**config.mk**
```make
export PLATFORM = sky130hd
export DESIGN_NAME = nodf_module_status_tracker
export DESIGN_NICKNAME = d
export VERILOG_FILES = /design/src/rtl/nodf_module_status_tracker.sv
export SDC_FILE = /design/constraint.sdc
export NUM_CORES = 1
export LEC_CHECK = 0
export CAP_MARGIN = 15
export CORE_MARGIN = 3
export CORE_UTILIZATION = 50
export CTS_CLUSTER_DIAMETER = 120
export DETAILED_ROUTE_END_ITERATION = 10
export PLACE_DENSITY = 0.75
export SYNTH_ARGS = -nofsm -noshare
export SYNTH_HDL_FRONTEND = slang
export SYNTH_SLANG_ARGS = --single-unit
```
**constraint.sdc**
```tcl
create_clock -name clock -period 6.8 [get_ports clock]
set_input_delay 0.68 -clock clock [delete_from_list [all_inputs] [get_ports clock]]
set_output_delay 0.68 -clock clock [all_outputs]
set_load 0.05 [all_outputs]
```
**src/rtl/nodf_module_status_tracker.sv**
```systemverilog
// Status tracker for one non-dataflow HLS block (ap_start/ap_ready/ap_done/ap_continue).
// Counts transactions, measures latency and start-to-start interval, flags
// protocol errors and emits one record per completed transaction.
module nodf_module_status_tracker #(
    parameter int CNT_W = 32,
    parameter int DEPTH = 4,
    parameter int OUT_W = $clog2(DEPTH + 1)
) (
    input  logic             clock,
    input  logic             reset,
    input  logic             ap_start,
    input  logic             ap_ready,
    input  logic             ap_done,
    input  logic             ap_continue,
    input  logic             finish,
    output logic [1:0]       state,
    output logic [OUT_W-1:0] outstanding,
    output logic [CNT_W-1:0] start_count,
    output logic [CNT_W-1:0] done_count,
    output logic [CNT_W-1:0] cycle_count,
    output logic [CNT_W-1:0] busy_cycles,
    output logic [CNT_W-1:0] stall_cycles,
    output logic [CNT_W-1:0] last_latency,
    output logic [CNT_W-1:0] min_latency,
    output logic [CNT_W-1:0] max_latency,
    output logic [CNT_W-1:0] last_interval,
    output logic             rec_valid,
    output logic [CNT_W-1:0] rec_index,
    output logic [CNT_W-1:0] rec_latency,
    output logic             err_underflow,
    output logic             err_overflow
);

    localparam int PTR_W = (DEPTH > 1) ? $clog2(DEPTH) : 1;

    typedef enum logic [1:0] {
        ST_IDLE     = 2'd0,
        ST_BUSY     = 2'd1,
        ST_STALL    = 2'd2,
        ST_FINISHED = 2'd3
    } state_t;

    state_t state_q;

    // Start timestamps of in-flight transactions; outstanding doubles as occupancy.
    logic [CNT_W-1:0] ts_mem [DEPTH];
    logic [PTR_W-1:0] wr_ptr;
    logic [PTR_W-1:0] rd_ptr;

    logic             last_ts_valid;
    logic [CNT_W-1:0] last_ts;

    // Saturating increment: counters stick at all ones instead of wrapping.
    function automatic logic [CNT_W-1:0] sat_inc(input logic [CNT_W-1:0] v);
        return (&v) ? v : v + CNT_W'(1);
    endfunction

    logic             frozen;
    logic             start_ev;
    logic             done_ev;
    logic             stall_ev;
    logic             fifo_empty;
    logic             pop;
    logic             bypass;
    logic             underflow;
    logic             room;
    logic             push;
    logic             overflow;
    logic             done_fire;
    logic [OUT_W-1:0] occ_after_pop;
    logic [OUT_W-1:0] out_next;
    logic [CNT_W-1:0] latency;
    logic [CNT_W-1:0] new_done;

    // Event decode: pop precedes push, so a full FIFO still accepts a start on a done cycle.
    always_comb begin
        frozen        = (state_q == ST_FINISHED) || finish;
        start_ev      = ap_start & ap_ready;
        done_ev       = ap_done & ap_continue;
        stall_ev      = ap_done & ~ap_continue;
        fifo_empty    = (outstanding == '0);
        pop           = done_ev & ~fifo_empty;
        bypass        = done_ev & fifo_empty & start_ev;
        underflow     = done_ev & fifo_empty & ~start_ev;
        occ_after_pop = outstanding - OUT_W'(pop);
        room          = (occ_after_pop != OUT_W'(DEPTH));
        push          = start_ev & ~bypass & room;
        overflow      = start_ev & ~bypass & ~room;
        done_fire     = pop | bypass;
        out_next      = occ_after_pop + OUT_W'(push);
        latency       = pop ? (cycle_count - ts_mem[rd_ptr]) : '0;
        new_done      = sat_inc(done_count);
    end

    assign state = state_q;

    // Timestamp storage is plain data; validity is carried by the pointers.
    always_ff @(posedge clock) begin
        if (!frozen && push) begin
            ts_mem[wr_ptr] <= cycle_count;
        end
    end

    // Counters, statistics, records, error flags and state; all frozen once finished.
    always_ff @(posedge clock or negedge reset) begin
        if (!reset) begin
            state_q       <= ST_IDLE;
            wr_ptr        <= '0;
            rd_ptr        <= '0;
            outstanding   <= '0;
            last_ts_valid <= 1'b0;
            last_ts       <= '0;
            start_count   <= '0;
            done_count    <= '0;
            cycle_count   <= '0;
            busy_cycles   <= '0;
            stall_cycles  <= '0;
            last_latency  <= '0;
            min_latency   <= '1;
            max_latency   <= '0;
            last_interval <= '0;
            rec_valid     <= 1'b0;
            rec_index     <= '0;
            rec_latency   <= '0;
            err_underflow <= 1'b0;
            err_overflow  <= 1'b0;
        end else if (frozen) begin
            state_q   <= ST_FINISHED;
            rec_valid <= 1'b0;
        end else begin
            cycle_count <= sat_inc(cycle_count);
            if (outstanding != '0) busy_cycles <= sat_inc(busy_cycles);
            if (stall_ev) stall_cycles <= sat_inc(stall_cycles);

            if (start_ev) begin
                start_count   <= sat_inc(start_count);
                last_ts       <= cycle_count;
                last_ts_valid <= 1'b1;
                if (last_ts_valid) last_interval <= cycle_count - last_ts;
            end

            if (push) wr_ptr <= wr_ptr + PTR_W'(1);
            if (pop)  rd_ptr <= rd_ptr + PTR_W'(1);
            outstanding <= out_next;

            if (overflow)  err_overflow  <= 1'b1;
            if (underflow) err_underflow <= 1'b1;

            rec_valid <= done_fire;
            if (done_fire) begin
                done_count   <= new_done;
                rec_index    <= new_done;
                rec_latency  <= latency;
                last_latency <= latency;
                if (latency < min_latency) min_latency <= latency;
                if (latency > max_latency) max_latency <= latency;
            end

            if (stall_ev)             state_q <= ST_STALL;
            else if (out_next != '0)  state_q <= ST_BUSY;
            else                      state_q <= ST_IDLE;
        end
    end

endmodule

```
==> summary.txt, run 1 <==
Setup path
  • CP arrival: 6.66 ns
  • Register-to-Register Setup Slack: 0.61 ns
  • Setup crit end kind: flip-flop
  • Critical path class: flip-flop to flip-flop
  • Worst reg2reg path endpoint: max_latency[0]
  • Worst setup startpoint: rd_ptr[0]
  • Worst-path maximum fanout: 34
  • CP Launch Type: flip-flop
  • CP peak stage delay: 0.83 ns
  • Cell family with most CP delay: compound AO/OA/AOI/OAI gates
  • Cells on worst reg2reg path: 20
  • Crit path buf inv count: 2
  • Slowest stage cell, crit path: dfrtp_2
  • Critical path, cell by cell: mux4_2 > ha_1 > inv_1 > fa_1 > a211oi_1 > o21ai_0 > nand3_1 > a21oi_1 > o31ai_1 > o41a_1 > xor2_1 > nor2_1 > ha_1 > nand4_1 > nor2_1 > and3_1 > a21oi_1 > a21oi_4 > buf_12 > mux2_2
  • Critical Path RT: 7.26 ns
  • Worst r2r src: rd_ptr[0]

STA
  • Min Tclk post-route: 6.19 ns
  • Setup TNS: 0 ns
  • Worst slew pin tran: 1.01 ns
  • RSZ-0062 raised after global routing: no
  • FMAX: 161 MHz
  • # setup viols final: 0
  • Hold Violations, Final: 0
  • Post-route clock period utilization: 91.1%
  • Clock Skews: 0.0366 ns
  • Slew HR: 32.4%
  • Max Slew Vio Count: 0
  • Worst hold slack: 0.166 ns

Synthesis
  • Async SR Flop Fraction: 72.2%
  • Mapped Area: 0.0239 sq mm
  • Number of flops mapped to enable cells by yosys: 128
  • Seq/Total Area, Yosys: 51.1%
  • Syn Nets: 2345
  • Main synth FF type: dfrtp_1
  • Share of the synthesized area in the top cell type: 31.5%
  • Count leader, synth: dfrtp_1
  • Cell taking the most area after synthesis: dfrtp_1
  • Commonest cells post-synth: dfrtp_1, nand2_1, inv_1
  • Yosys warning count: 0
  • Mapped Avg Cell Area: 10.9 sq um
  • Syn Inst Count: 2199
  • Synth cell types: 73
  • Flops & latches, synth: 461
  • Synth area leaders: dfrtp_1, edfxtp_1, ha_1, xnor2_1, nand2_1

Final layout
  • Final cell utilization of the core: 63.5%
  • Final nets: 2669
  • Fill cells: 3692
  • Design Area, Final: 0.0298 sq mm
  • # diodes: 0
  • Syn-to-layout area delta: 24.6%
  • Layout cells sized above 1: 10.3%

Die
  • Ports: 367
  • Die area: 0.0505 sq mm
  • Core area: 0.0470 sq mm
  • Initial Util: 51.0%
  • Site Rows: 79
  • Die Y: 225 microns
  • DIE WIDTH: 225 microns

Drt
  • Final ANT Viol Nets: 0
  • DRT iter0 DRCs: 1398
  • Avg Vias per Cell: 5.63
  • DR DRC count: 0
  • Drt wl/cell: 19.4 microns
  • DR vias: 17900
  • DR pass1 iterations: 5
  • WL final: 61.3 mm

Pwr
  • Pwr/cell area: 225 mW/mm^2
  • Clock power share: 45.8%
  • Sequential Power Share: 43.7%
  • Peak VDD IR: 0.000169 V
  • Sw frac: 24.8%
  • P_sw: 1660 uW
  • Leak Pwr: 0.0131 uW
  • Int Pwr: 5050 uW
  • Combinational share of power: 10.6%

Global routing
  • Total GRT Usage: 24.2%
  • Antenna violations before repair: 0
  • First-pass GRT wire length: 97.9 mm
  • Largest net degree at the start of global routing: 152
  • Vias in the first global route: 17800
  • Grt ovf: 0

Place
  • PortBufs: 366
  • Dpl hpwl: 44.4 mm
  • Routability Congestion: 0.953
  • Placed cell area: 0.0279 sq mm

Clock network
  • CTS Hold Bufs: 0
  • Number of clock sinks: 461
  • Clock slew at reported path FFs: 0.06 ns
  • CTS tree: yes
  • Bufs on Longest Clock Path: 3
  • Insertion delay to the later sink of the worst-skew pair: 0.61 ns
  • Post-CTS setup buffers: 0
  • H-tree levels: 2
  • Cell chosen for the clock root: clkbuf_16
  • Post-cts resize count: 0
  • CTS buffer count: 49

Flow run
  • Max Cap Viol: 0

Status
  • Status: complete, no violations

Worst hold path
  • Worst hold path class: input pin to async pin
[cell type report]
type / instances / area, sq um / share of cell area [%]
inverters: 165 / 619 / 2.08
well taps: 607 / 759 / 2.55
multi-input cells: 1452 / 10400 / 34.9
repair buffers: 394 / 3900 / 13.1
clock buffers: 60 / 1380 / 4.63
clock inverters: 31 / 518 / 1.74
flip-flops and latches: 461 / 12200 / 41.0
[metal layers]
metal	up-vias	part of all wire (%)	GRT usage, %
li1	8339	-	-
met5	-	0	0
met3	99	6.8	4.62
met1	8804	43	33.0
met4	0	2.3	6.73
met2	612	48	39.8
[layout by cell type (no fill, tap or decap), types with 8 or more instances in the layout]
cell type | Yosys | final
a211oi_1 | 12 | 12
a21o_1 | 43 | 43
a21oi_1 | 74 | 73
a31oi_1 | 11 | 11
and2_1 | 26 | 22
and3_1 | 17 | 17
and4_1 | 17 | 17
buf_4 | 64 | 26
bufinv_16 | 0 | 12
clkbuf_16 | 0 | 51
clkdlybuf4s50_1 | 0 | 365
clkinv_2 | 0 | 11
dfrtp_1 | 301 | 300
dfstp_2 | 32 | 32
edfxtp_1 | 128 | 128
ha_1 | 137 | 137
inv_1 | 164 | 164
mux2_2 | 55 | 55
mux4_2 | 32 | 32
nand2_1 | 248 | 247
nand2b_1 | 14 | 14
nand3_1 | 83 | 83
nand4_1 | 48 | 48
nor2_1 | 111 | 110
nor2b_1 | 8 | 8
nor3_1 | 37 | 37
nor4_1 | 13 | 13
o211ai_1 | 15 | 15
o21a_1 | 16 | 16
o21ai_0 | 111 | 111
o31ai_1 | 33 | 33
or2_2 | 9 | 9
or3_1 | 9 | 9
xnor2_1 | 131 | 131
xor2_1 | 73 | 73
[power groups by stage]
stage          Combinational, uW  Sequential [uW]  Clock, uW
2_1_floorplan                381             3050          0
3_3_place_gp                 686             2980          0
3_5_place_dp                 704             2990          0
4_1_cts                      709             2930       3140
6_report                     710             2930       3070
5_1_grt                      781             2940       3250
[flip-flops by register name (all words and copies together), names as in the netlist]
| register | flops |
|---|---|
| busy_cycles | 32 |
| cycle_count | 32 |
| err_overflow | 1 |
| err_underflow | 1 |
| last_interval | 32 |
| last_ts | 32 |
| last_ts_valid | 1 |
| max_latency | 32 |
| min_latency | 32 |
| outstanding | 3 |
| rd_ptr | 2 |
| rec_index | 32 |
| rec_latency | 32 |
| rec_valid | 1 |
| stall_cycles | 32 |
| start_count | 32 |
| state | 2 |
| ts_mem | 128 |
| wr_ptr | 2 |
[stage by stage]
step	worst slack, ns	instances	total power, uW
3_5_place_dp	0.709	3079	3690
6_report	0.606	3170	6720
4_1_cts	0.676	3170	6780
5_1_grt	0.276	3170	6970
3_3_place_gp	1.00	3079	3670
2_1_floorplan	1.04	2199	3430
[how the worst max path moves through the flow]
stage	to	slack (ns)	depth (start not counted)
floorplan	max_latency[27]	1.04	21
global placement	max_latency[0]	1.00	20
detailed placement	max_latency[12]	0.71	20
CTS	max_latency[12]	0.68	20
global route	max_latency[0]	0.28	20
finish	max_latency[0]	0.61	20
[worst reg2reg max path: stages, from the launching register on]
cell and delay [ns]:
dfrtp_2 0.83, mux4_2 0.60, ha_1 0.23, inv_1 0.09, fa_1 0.24, a211oi_1 0.11
o21ai_0 0.40, nand3_1 0.24, a21oi_1 0.36, o31ai_1 0.18, o41a_1 0.34, xor2_1 0.37
nor2_1 0.13, ha_1 0.34, nand4_1 0.12, nor2_1 0.18, and3_1 0.20, a21oi_1 0.10
a21oi_4 0.41, buf_12 0.25, mux2_2 0.36
[logic make-up after synthesis]
family          after synthesis  synth area share (%)
mux                          91                  5.77
fa+ha+maj                   139                  7.33
xor+xnor                    204                  7.47
simple gates                655                  13.1
compound gates              363                  9.72
flops                       461                  51.1
buf+inv                     286                  5.58
Note: power is estimated with default switching activity, not from simulation.
==> run 2: changes to the inputs <==
CORE_UTILIZATION = 46   (was 50)
PLACE_DENSITY = 0.7   (was 0.75)
==> run 2 against run 1 <==
Effect of this change:
- sequential power barely moved
- combinational power up 0.7%
- highest routed layer unchanged
- clock power down 6%
- final area shrank 0.11%
- non-clock buffer count grew 3
==> summary.txt, run 2 (synthesized netlist as in run 1, its figures left out) <==
Setup path
  • Cells on worst reg2reg path: 20 (unchanged)
  • Worst reg2reg path endpoint: max_latency[26] (was max_latency[0])
  • Register-to-Register Setup Slack: 0.63 ns (was 0.61 ns)
  • Worst-path maximum fanout: 25 (was 34)
  • Worst r2r src: rd_ptr[0] (unchanged)
  • Critical path class: flip-flop to flip-flop (unchanged)
  • CP Launch Type: flip-flop (unchanged)
  • Critical Path RT: 7.29 ns (was 7.26 ns)
  • Setup crit end kind: flip-flop (unchanged)
  • CP arrival: 6.66 ns (about the same)
  • Critical path capture point: max_latency[26] (was max_latency[0])
  • Worst setup startpoint: rd_ptr[0] (unchanged)

Clock network
  • Cell chosen for the clock root: clkbuf_16 (unchanged)
  • Number of clock sinks: 461 (unchanged)
  • Post-CTS setup buffers: 0 (unchanged)
  • H-tree levels: 2 (unchanged)
  • Insertion delay to the later sink of the worst-skew pair: 0.61 ns (about the same)
  • CTS buffer count: 51 (was 49)
  • Post-cts resize count: 0 (unchanged)
  • Bufs on Longest Clock Path: 3 (unchanged)
  • CTS tree: yes (unchanged)
  • CTS Hold Bufs: 0 (unchanged)
  • Clock slew at reported path FFs: 0.06 ns (about the same)

Place
  • Dpl hpwl: 44.5 mm (was 44.4 mm)
  • Place WS: 0.777 ns (was 0.709 ns)
  • PortBufs: 366 (unchanged)
  • Routability Congestion: 0.885 (was 0.953)

Die
  • Die area: 0.0548 sq mm (was 0.0505 sq mm)
  • Ports: 367 (unchanged)
  • Core area: 0.0508 sq mm (was 0.0470 sq mm)
  • Die Y: 234 microns (was 225 microns)
  • DIE WIDTH: 234 microns (was 225 microns)
  • Site Rows: 82 (was 79)
  • Initial Util: 47.1% (was 51.0%)

Final layout
  • Max FFs per register: 128 (unchanged)
  • Syn-to-layout area delta: 24.4% (was 24.6%)
  • Final nets: 2674 (was 2669)
  • Register with the highest flop count: ts_mem (unchanged)
  • Commonest non-fill, non-tap cell in the layout: clkdlybuf4s50_1 (unchanged)
  • Commonest cells after routing, fill and taps aside: clkdlybuf4s50_1, dfrtp_1, nand2_1 (unchanged)
  • # diodes: 0 (unchanged)
  • Fill cells: 4217 (was 3692)
  • Layout cells sized above 1: 10.2% (was 10.3%)

Global routing
  • Vias in the first global route: 17600 (was 17800)
  • Antenna violations before repair: 0 (unchanged)
  • Total GRT Usage: 22.4% (was 24.2%)
  • Grt ovf: 0 (unchanged)
  • First-pass GRT wire length: 97.6 mm (was 97.9 mm)
  • Largest net degree at the start of global routing: 149 (was 152)

Drt
  • Avg Vias per Cell: 5.46 (was 5.63)
  • DR DRC count: 0 (unchanged)
  • DR pass1 iterations: 5 (unchanged)
  • Drt wl/cell: 19.0 microns (was 19.4 microns)
  • DR vias: 17700 (was 17900)
  • Final ANT Viol Nets: 0 (unchanged)
  • WL final: 61.7 mm (was 61.3 mm)
  • DRT iter0 DRCs: 1254 (was 1398)

STA
  • Min Tclk post-route: 6.17 ns (was 6.19 ns)
  • Worst hold slack: 0.128 ns (was 0.166 ns)
  • FMAX: 162 MHz (was 161 MHz)
  • Worst slew pin tran: 1.03 ns (was 1.01 ns)
  • Setup TNS: 0 ns (unchanged)
  • # setup viols final: 0 (unchanged)
  • Max Slew Vio Count: 0 (unchanged)
  • Post-route clock period utilization: 90.7% (was 91.1%)
  • Slew HR: 31.3% (was 32.4%)
  • Clock Skews: 0.0151 ns (was 0.0366 ns)
  • Hold Violations, Final: 0 (unchanged)
  • Final worst slack: 0.632 ns (was 0.606 ns)
  • RSZ-0062 raised after global routing: no (unchanged)

Flow run
  • Max Cap Viol: 0 (unchanged)

Worst hold path
  • Worst hold path class: input pin to async pin (unchanged)

Pwr
  • Pwr/cell area: 219 mW/mm^2 (was 225 mW/mm^2)
  • Peak VDD IR: 0.000215 V (was 0.000169 V)
  • Leak Pwr: 0.0131 uW (about the same)

Status
  • Status: complete, no violations (unchanged)
==> run 2: cell count changes in the layout (fill, tap and decap cells not counted), sizes merged <==
cell      before  now
clkbuf        60   70
clkinvlp       2    0
inv          167  169
clkinv        15   14
buf           29   32
bufinv        12    6
==> run 2: cell type report <==
cell class	instances	area [sq um]	share of cell area, %
flip-flops and latches	461	12200	41.0
clock buffers	70	1450	4.86
inverters	165	619	2.08
repair buffers	397	3930	13.2
well taps	672	841	2.82
clock inverters	24	313	1.05
multi-input cells	1452	10400	34.9
==> run 2: critical path, stage by stage, from the launching register on <==
cell and delay (ns):
dfrtp_2 0.47, buf_4 0.27, mux4_2 0.51, inv_1 0.07
ha_1 0.27, a21oi_1 0.18, o21ai_0 0.16, a221oi_1 0.58
a21oi_1 0.22, o31ai_1 0.42, o41a_1 0.21, xor2_1 0.38
nor2_1 0.12, ha_1 0.33, nand4_1 0.11, nor2_1 0.18
and3_1 0.20, a21oi_1 0.10, a21oi_4 0.51, buf_4 0.38
mux2_2 0.37
==> run 2: routing by layer <==
metal  share of wire [%]  GRT usage [%]
met1                  44           30.9
met2                  47           36.7
met3                 6.5           4.15
met4                 2.2           5.68
met5                   0              0
==> run 2: worst min path at each step <==
| stage | cells past startpoint | from | to |
|---|---|---|---|
| 2_1_floorplan | 0 | reset | busy_cycles[0] |
| 5_1_grt | 1 | reset | last_interval[21] |
| 3_5_place_dp | 1 | err_overflow | err_overflow |
| 3_3_place_gp | 1 | err_overflow | err_overflow |
| 6_report | 1 | reset | last_interval[21] |
| 4_1_cts | 1 | reset | last_interval[21] |
==> run 2: per-stage QoR <==
stage	area (sq um)	util, %	std cells	power, uW
after CTS	29800	58.6	3241	6610
after global routing	29800	58.6	3241	6800
after floorplan	23900	-	2199	3430
final	29800	58.6	3241	6530
after global placement	28000	55.1	3147	3670
after detailed placement	28000	55.1	3147	3700
==> run 2: report_power, final <==
| part | switching [uW] | leakage [uW] | internal, uW |
|---|---|---|---|
| logic | 461 | 0.00646 | 254 |
| clock network | 1160 | 0.000880 | 1730 |
| registers | 43.8 | 0.00573 | 2890 |
==> run 3: changes to the inputs <==
CORE_UTILIZATION = 55   (was 46)
PLACE_DENSITY = 0.81   (was 0.7)
==> run 3 against run 2 <==
Effect of this change:
- combinational power shrank 2%
- routed wire length shrank 2.6%
- critical path depth grew 1
- final area shrank 1.0%
- largest cell class unchanged
- highest routed layer unchanged
==> summary.txt, run 3 (synthesized netlist as in run 1, its figures left out) <==
Worst hold path
  • Worst hold path class: input pin to async pin (unchanged)

Place
  • Dpl hpwl: 43.8 mm (was 44.5 mm)
  • PortBufs: 366 (unchanged)
  • Routability Congestion: 0.959 (was 0.885)

Status
  • Status: complete, no violations (unchanged)

Final layout
  • Final cell utilization of the core: 69.5% (was 58.6%)
  • Layout cells sized above 1: 9.60% (was 10.2%)
  • Register with the highest flop count: ts_mem (unchanged)
  • Commonest non-fill, non-tap cell in the layout: clkdlybuf4s50_1 (unchanged)
  • Final nets: 2659 (was 2674)
  • # diodes: 0 (unchanged)
  • Fill cells: 3090 (was 4217)
  • Syn-to-layout area delta: 23.2% (was 24.4%)
  • Commonest cells after routing, fill and taps aside: clkdlybuf4s50_1, dfrtp_1, nand2_1 (unchanged)
  • Max FFs per register: 128 (unchanged)

STA
  • Worst slew pin tran: 1.02 ns (was 1.03 ns)
  • Clock Skews: 0.0208 ns (was 0.0151 ns)
  • # setup viols final: 0 (unchanged)
  • Min Tclk post-route: 5.99 ns (was 6.17 ns)
  • Setup TNS: 0 ns (unchanged)
  • Max Slew Vio Count: 0 (unchanged)
  • Hold Violations, Final: 0 (unchanged)
  • Slew HR: 32.2% (was 31.3%)
  • FMAX: 167 MHz (was 162 MHz)
  • RSZ-0062 raised after global routing: no (unchanged)
  • Post-route clock period utilization: 88.2% (was 90.7%)

Die
  • Die Y: 215 microns (was 234 microns)
  • Site Rows: 75 (was 82)
  • DIE WIDTH: 215 microns (was 234 microns)
  • Initial Util: 56.4% (was 47.1%)
  • Ports: 367 (unchanged)
  • Die area: 0.0460 sq mm (was 0.0548 sq mm)
  • Core area: 0.0424 sq mm (was 0.0508 sq mm)

Clock network
  • CTS tree: yes (unchanged)
  • Post-CTS setup buffers: 0 (unchanged)
  • H-tree levels: 2 (unchanged)
  • CTS Hold Bufs: 0 (unchanged)
  • Cell chosen for the clock root: clkbuf_16 (unchanged)
  • Post-cts resize count: 0 (unchanged)
  • Number of clock sinks: 461 (unchanged)
  • Insertion delay to the later sink of the worst-skew pair: 0.59 ns (was 0.61 ns)
  • CTS buffer count: 48 (was 51)
  • Clock slew at reported path FFs: 0.06 ns (about the same)
  • Bufs on Longest Clock Path: 3 (unchanged)

Setup path
  • Cells on worst reg2reg path: 21 (was 20)
  • Worst r2r src: rd_ptr[1] (was rd_ptr[0])
  • Worst-path maximum fanout: 34 (was 25)
  • Register-to-Register Setup Slack: 0.81 ns (was 0.63 ns)
  • Critical path class: flip-flop to flip-flop (unchanged)
  • CP arrival: 6.46 ns (was 6.66 ns)
  • Critical path, cell by cell: buf_4 > buf_4 > mux4_2 > inv_1 > ha_1 > nand2_1 > nor3_1 > a221oi_1 > a21oi_1 > o31ai_1 > o41a_1 > xor2_1 > nor2_1 > ha_1 > nand4_1 > nor2_1 > and3_1 > a21oi_1 > a21oi_4 > buf_12 > mux2_2 (was buf_4 > mux4_2 > inv_1 > ha_1 > a21oi_1 > o21ai_0 > a221oi_1 > a21oi_1 > o31ai_1 > o41a_1 > xor2_1 > nor2_1 > ha_1 > nand4_1 > nor2_1 > and3_1 > a21oi_1 > a21oi_4 > buf_4 > mux2_2)
  • Critical Path RT: 7.27 ns (was 7.29 ns)
  • CP Launch Type: flip-flop (unchanged)
  • Setup crit end kind: flip-flop (unchanged)
  • Worst reg2reg path endpoint: max_latency[16] (was max_latency[26])
  • CP peak stage delay: 0.60 ns (was 0.58 ns)
  • Slowest stage cell, crit path: dfrtp_1 (was a221oi_1)

Drt
  • DR vias: 17800 (was 17700)
  • DR pass1 iterations: 5 (unchanged)
  • Final ANT Viol Nets: 0 (unchanged)
  • Avg Vias per Cell: 5.69 (was 5.46)
  • DR DRC count: 0 (unchanged)
  • DRT iter0 DRCs: 1409 (was 1254)
  • Drt wl/cell: 19.2 microns (was 19.0 microns)
  • WL final: 60.1 mm (was 61.7 mm)

Global routing
  • Largest net degree at the start of global routing: 141 (was 149)
  • Total GRT Usage: 25.9% (was 22.4%)
  • Vias in the first global route: 17900 (was 17600)
  • Antenna violations before repair: 0 (unchanged)
  • First-pass GRT wire length: 97.2 mm (was 97.6 mm)
  • Grt ovf: 0 (unchanged)

Pwr
  • Leak Pwr: 0.0129 uW (was 0.0131 uW)
  • Peak VDD IR: 0.000221 V (was 0.000215 V)
  • Pwr/cell area: 216 mW/mm^2 (was 219 mW/mm^2)

Flow run
  • Max Cap Viol: 0 (unchanged)
run 3: changes by cell type in the layout (fill, tap and decap cells not counted), sizes merged:
cell,change
buf,-12
clkbuf,-8
clkinvlp,+6
bufinv,-1
clkinv,-1
run 3: critical path: cells and delay by family (launching register included):
| kind | cells | cell delay [ns] |
|---|---|---|
| flip-flops | 1 | 0.60 |
| AO/OA/AOI/OAI | 6 | 1.91 |
| adder cells (fa/ha/maj) | 2 | 0.60 |
| buffers and inverters | 4 | 0.92 |
| multiplexers | 2 | 0.65 |
| AND/OR/NAND/NOR | 6 | 0.85 |
| XOR/XNOR | 1 | 0.31 |
run 3: through the flow:
| stage | hold WS [ns] | setup WS, ns | area (sq um) | total power, uW | cells |
|---|---|---|---|---|---|
| finish | 0.100 | 0.805 | 29500 | 6360 | 3130 |
| floorplan | 0.384 | 1.04 | 23900 | 3430 | 2199 |
| detailed placement | 0.473 | 0.910 | 27800 | 3680 | 3040 |
| global placement | 0.469 | 1.05 | 27800 | 3660 | 3040 |
| CTS | 0.158 | 0.898 | 29500 | 6420 | 3130 |
| global route | 0.166 | 0.425 | 29500 | 6620 | 3130 |
run 3: cell type report:
class / count / area (sq um) / area share, %
Clock buffer: 62 / 1350 / 4.57
Clock inverter: 28 / 312 / 1.06
Inverter: 165 / 619 / 2.10
Multi-Input combinational cell: 1452 / 10400 / 35.3
Sequential cell: 461 / 12200 / 41.5
Tap cell: 577 / 722 / 2.45
Timing Repair Buffer: 385 / 3850 / 13.1
run 3: power by group:
part / leakage (uW) / total [uW] / switching (uW) / internal (uW)
clock: 0.000804 / 2730 / 1120 / 1600
combinational: 0.00640 / 698 / 448 / 250
sequential: 0.00573 / 2940 / 49.8 / 2890
run 3: worst max path at each step:
stage	startpoint	to	depth (start not counted)
after floorplan	rd_ptr[0]	max_latency[27]	21
after global placement	rd_ptr[1]	max_latency[19]	21
after detailed placement	rd_ptr[1]	max_latency[18]	21
after CTS	rd_ptr[1]	max_latency[18]	21
after global routing	rd_ptr[1]	max_latency[16]	21
final	rd_ptr[1]	max_latency[16]	21
run 3: metal layers:
metal / share of wire [%] / vias to the layer above / routed length, microns / GRT usage (%)
li1: - / 8340 / - / -
met4: 2.1 / 0 / 1260 / 6.30
met2: 48 / 579 / 29000 / 43.5
met1: 43 / 8798 / 26000 / 35.0
met5: 0 / - / 0 / 0
met3: 6.2 / 86 / 3750 / 4.90
==> RTL edit 1 (settings of run 3) <==
Make the reset (`reset`) synchronous in one clocked block.
--- a/src/rtl/nodf_module_status_tracker.sv
+++ b/src/rtl/nodf_module_status_tracker.sv
@@ -102,7 +102,7 @@
     end
 
     // Counters, statistics, records, error flags and state; all frozen once finished.
-    always_ff @(posedge clock or negedge reset) begin
+    always_ff @(posedge clock) begin
         if (!reset) begin
             state_q       <= ST_IDLE;
             wr_ptr        <= '0;
Function: differs if reset is asserted again (counterexample within 4 cycles, from zero or initial values and one cycle with reset low); with reset held inactive, the same outputs for 4 cycles.
==> RTL edit 1 against run 3 <==
Synthesized cell count up 16%. Setup slack worse by 0.40 ns. Area after synthesis down 1.5%. First-iteration DRC count up 12%. Final area down 1.4%. Sequential cell count up 2. Non-clock buffer count up 16. Routed wire length up 6.1%. Critical endpoint is now max_latency[25]. Largest cell class is now multi-input gates.
Power is not compared: it rests on default switching activity, and its combinational part moved more than twofold at a synthesized area within 25%.
==> RTL edit 1: results (changes against run 3) <==
run_status:
  outcome: "finished, final reports clean"  # unchanged
synthesis:
  syn_inst: 2556  # was 2199
  synth_edf_count: 128  # unchanged
  synthTopCellsByArea: "dfxtp_1 28%, edfxtp_1 16%, ha_1 7.3%"  # was dfrtp_1 31%, edfxtp_1 16%, ha_1 7.2%
  ys_seq_area_share_pct: 44.8  # was 51.1%
  ys_types: 69  # was 73
  synth_common_cells: "335 x dfxtp_1, 328 x nand2_1, 211 x nor2_1"  # was 301 x dfrtp_1, 248 x nand2_1, 164 x inv_1
  netlist.area_leader.share_pct: 28.5  # was 31.5%
  yosys_warnings: 0  # unchanged
  synth_nets: 2702  # was 2345
  async_flop_share_pct: 0  # was 72.2%
grt:
  antenna_found_initial: 0  # unchanged
  grt_usage_pct: 27.2  # was 25.9%
  grt_pass1_vias: 19300  # was 17900
  grt_max_degree: 186  # was 141
  grt_pass1_wl_mm: 100  # was 97.2 mm
drt:
  vias_per_cell: 5.80  # was 5.69
  wl_mm: 63.7  # was 60.1 mm
  drtIter0Drc: 1577  # was 1409
  vias: 19900  # was 17800
  drtPass1Iterations: 5  # unchanged
setup_path:
  max_stage_delay_ns: 0.57  # was 0.60 ns
  critPathSlowestCell: "dfxtp_2"  # was dfrtp_1
  cp_top_family: "compound AO/OA/AOI/OAI gates"  # unchanged
  crit_arrival_ns: 6.90  # was 6.46 ns
  crit_fanout: 36  # was 34
min_path:
  hold_class: "reg2reg"  # was in2async
cells_and_area:
  top_register: "ts_mem"  # unchanged
  drive_gt1_share_pct: 6.06  # was 9.60%
  diodes: 0  # unchanged
  largest_reg_flops: 128  # unchanged
  nets: 2991  # was 2659
clock_network:
  clkTransAtPathRegs_ns: 0.06  # about the same
  numCtsBuffers: 49  # was 48
  post_cts.repair.setup_buffers: 0  # unchanged
  clock_latency_ns: 0.60
  clk_path_buf_depth: 3  # unchanged
  cts_resized: 0  # unchanged
  h-tree-depth: 2  # unchanged
  root_buffer: "clkbuf_16"  # unchanged
place:
  pre_cts_slack_ns: 0.402  # was 0.910 ns
  dp_cells: 3333  # was 3040
  io_buffer_count: 366  # unchanged
  place_hpwl_mm: 45.0  # was 43.8 mm
  gp_congestion: 0.906  # was 0.959
  place_area_mm2: 0.0274  # was 0.0278 mm²
sta:
  skew_ns: 0.0251  # was 0.0208 ns
  slew_headroom_pct: 16.7  # was 32.2%
power_and_ir_drop:
  power_leakage_uw: 0.0113
  ir_worst_vdd_v: 0.000169
==> RTL edit 1: cell count changes in the layout (fill, tap and decap cells not counted), sizes merged, moves of 36 or more <==
cell	change
nand2	+80
nor2	+100
dfxtp	+335
dfrtp	-301
xnor2	-65
xor2	+36
mux2	-55
a21oi	+114
==> RTL edit 1: layout make-up <==
| cell class | count | area, µm² |
|---|---|---|
| fillers | 3164 | 13100 |
| multi-input cells | 1756 | 11500 |
| flip-flops and latches | 463 | 10600 |
| repair buffers | 401 | 3960 |
| clock buffers | 62 | 1330 |
| well taps | 539 | 674 |
| inverters | 174 | 664 |
| clock inverters | 30 | 332 |
==> RTL edit 1: kinds of logic after synthesis <==
group                      Yosys count  share of synthesized area (%)
muxes                               50                           3.82
xor gates and xnor gates           175                           6.50
buffers and inverters              337                           6.39
AOI/OAI and AO/OA                  462                           12.5
adders and majority gates          139                           7.44
DFF                                463                           44.8
and+or+nand+nor                    930                           18.6
==> RTL edit 1: layer usage <==
metal / up-vias / GRT usage, % / share of wire [%]
met5: - / 0 / 0
met1: 9559 / 34.9 / 42
met3: 131 / 5.38 / 7.2
li1: 9454 / - / -
met4: 0 / 9.06 / 3.0
met2: 735 / 46.1 / 48
==> RTL edit 1: path summary, 6_finish.rpt <==
kind	startpoint	to	slack, ns	cells after the start
min	last_ts[6]	last_ts[6]	0.45	2
max reg2reg	flip-flop	max_latency[25]	0.41	23
max	flip-flop	max_latency[25]	0.41	23
min reg2reg	last_ts[6]	last_ts[6]	0.45	2
==> RTL edit 1: power by group <==
group          internal (µW)  switching [µW]
Clock                   1620            1140
Sequential              2850            20.8
Combinational            108             222
Total                   4570            1380
==> RTL edit 2 (flow settings as in run 3) <==
Without the edit above. `CNT_W`: 32 -> 36.
--- a/src/rtl/nodf_module_status_tracker.sv
+++ b/src/rtl/nodf_module_status_tracker.sv
@@ -2,7 +2,7 @@
 // Counts transactions, measures latency and start-to-start interval, flags
 // protocol errors and emits one record per completed transaction.
 module nodf_module_status_tracker #(
-    parameter int CNT_W = 32,
+    parameter int CNT_W = 36,
     parameter int DEPTH = 4,
     parameter int OUT_W = $clog2(DEPTH + 1)
 ) (
Ports: changed (11 resized); port bits go from 367 to 411. The function was not compared with the original's and may differ.
==> RTL edit 2 against run 3 <==
Die area increased by 13%. Final area rose by 14%. Non-clock buffer count grew 57. Setup slack worse by 0.35 ns. Area after synthesis rose by 14%. Critical path type unchanged. Largest power group unchanged. Power is 15% higher. Global-route usage grew 1.4 points. Sequential cell count rose by 56. Sequential power is 12% higher. Routed wire length up 20%.
==> RTL edit 2: results (changes against run 3) <==
drt:
  met2_length_mm: 35.0  # was 29.0 mm
  vias_per_cell: 5.79  # was 5.69
  route.met3.wl_mm: 4.90  # was 3.75 mm
  m1WireLength_mm: 30.1  # was 26.0 mm
  drtIter0Drc: 1709  # was 1409
  avgRoutedWirePerCell_um: 20.2  # was 19.2 µm
  wl_mm: 71.9  # was 60.1 mm
grt:
  grt_pass1_vias: 20700  # was 17900
  met1_usage_pct: 36.4  # was 35.0%
  grt_max_degree: 137  # was 141
  grt_usage_pct: 27.2  # was 25.9%
  grtUsageMet3_pct: 4.40  # was 4.90%
  grt_pass1_wl_mm: 115  # was 97.2 mm
  use_met2_pct: 46.0  # was 43.5%
synthesis:
  synth_xor_area_share_pct: 7.58  # was 7.47%
  ys_types: 83  # was 73
  synth_fa_ha_area_share_pct: 7.19  # was 7.33%
  ys_seq_area_share_pct: 50.4  # was 51.1%
  syn_inst: 2498  # was 2199
  synth_edf_count: 144  # was 128
  synth_compound_area_share_pct: 9.79  # was 9.72%
  synth_mux_area_share_pct: 5.63  # was 5.77%
  async_flop_share_pct: 72.1  # was 72.2%
  synthTopCellsByArea: "dfrtp_1 31%, edfxtp_1 16%, ha_1 7.0%"  # was dfrtp_1 31%, edfxtp_1 16%, ha_1 7.2%
  synth_nets: 2660  # was 2345
  synth_common_cells: "337 x dfrtp_1, 289 x nand2_1, 179 x inv_1"  # was 301 x dfrtp_1, 248 x nand2_1, 164 x inv_1
setup_path:
  critPathSlowestCell: "dfrtp_2"  # was dfrtp_1
  reg2reg_to: "max_latency[3]"  # was max_latency[16]
  crit_fanout: 27  # was 34
  crit_arrival_ns: 6.83  # was 6.46 ns
  r2r_setup_slack_ns: 0.45  # was 0.81 ns
  worstSetupStartpoint: "rd_ptr[0]"  # was rd_ptr[1]
  cp_top_family: "compound AO/OA/AOI/OAI gates"  # unchanged
  max_stage_delay_ns: 0.62  # was 0.60 ns
place:
  place_area_mm2: 0.0316  # was 0.0278 mm²
  dp_cells: 3451  # was 3040
  place_hpwl_mm: 52.1  # was 43.8 mm
  io_buffer_count: 410  # was 366
  gp_congestion: 0.938  # was 0.959
cells_and_area:
  drive_gt1_share_pct: 10.6  # was 9.60%
  fill_cells: 3477  # was 3090
  nets: 3014  # was 2659
  largest_reg_flops: 144  # was 128
sta:
  slew_headroom_pct: 23.3  # was 32.2%
  hold_slack_ns: 0.123  # was 0.100 ns
  min_period_over_period_pct: 93.4  # was 88.2%
  skew_ns: 0.0191  # was 0.0208 ns
clock_network:
  h-tree-depth: 2  # unchanged
  numCtsBuffers: 55  # was 48
  clock_latency_ns: 0.61  # was 0.59 ns
min_path:
  hold_class: "in2async"  # unchanged
run_status:
  outcome: "finished, final reports clean"  # unchanged
power_and_ir_drop:
  power_leakage_uw: 0.0147  # was 0.0129 µW
  power_density_mw_per_mm2: 217  # was 216 mW/mm²
  ir_worst_vdd_v: 0.000187  # was 0.000221 V
-- RTL edit 2: cell count changes in the layout (fill, tap and decap cells not counted), moves of 11 or more --
cell / run 3 / this run
buf_4: 16 / 28
and3_1: 17 / 43
xnor2_1: 131 / 153
clkdlybuf4s50_1: 365 / 409
inv_1: 164 / 179
nand2_1: 247 / 288
dfrtp_1: 300 / 336
nor2_1: 110 / 123
a21oi_1: 73 / 87
ha_1: 137 / 153
o211ai_1: 15 / 4
edfxtp_1: 128 / 144
nand4_1: 48 / 65
-- RTL edit 2: power breakdown --
group / total [µW] / internal [µW] / switching (µW)
Sequential: 3280 / 3230 / 47.6
Combinational: 804 / 283 / 521
Clock: 3200 / 1910 / 1290
Total: 7290 / 5430 / 1860
-- RTL edit 2: cell type report --
class	instances	share of cell area, %
sequential	517	40.9
clock buffer	74	4.70
timing repair buffer	442	13.1
clock inverter	30	1.15
inverter	179	2.00
multi-input combinational	1657	35.7
tap	656	2.45
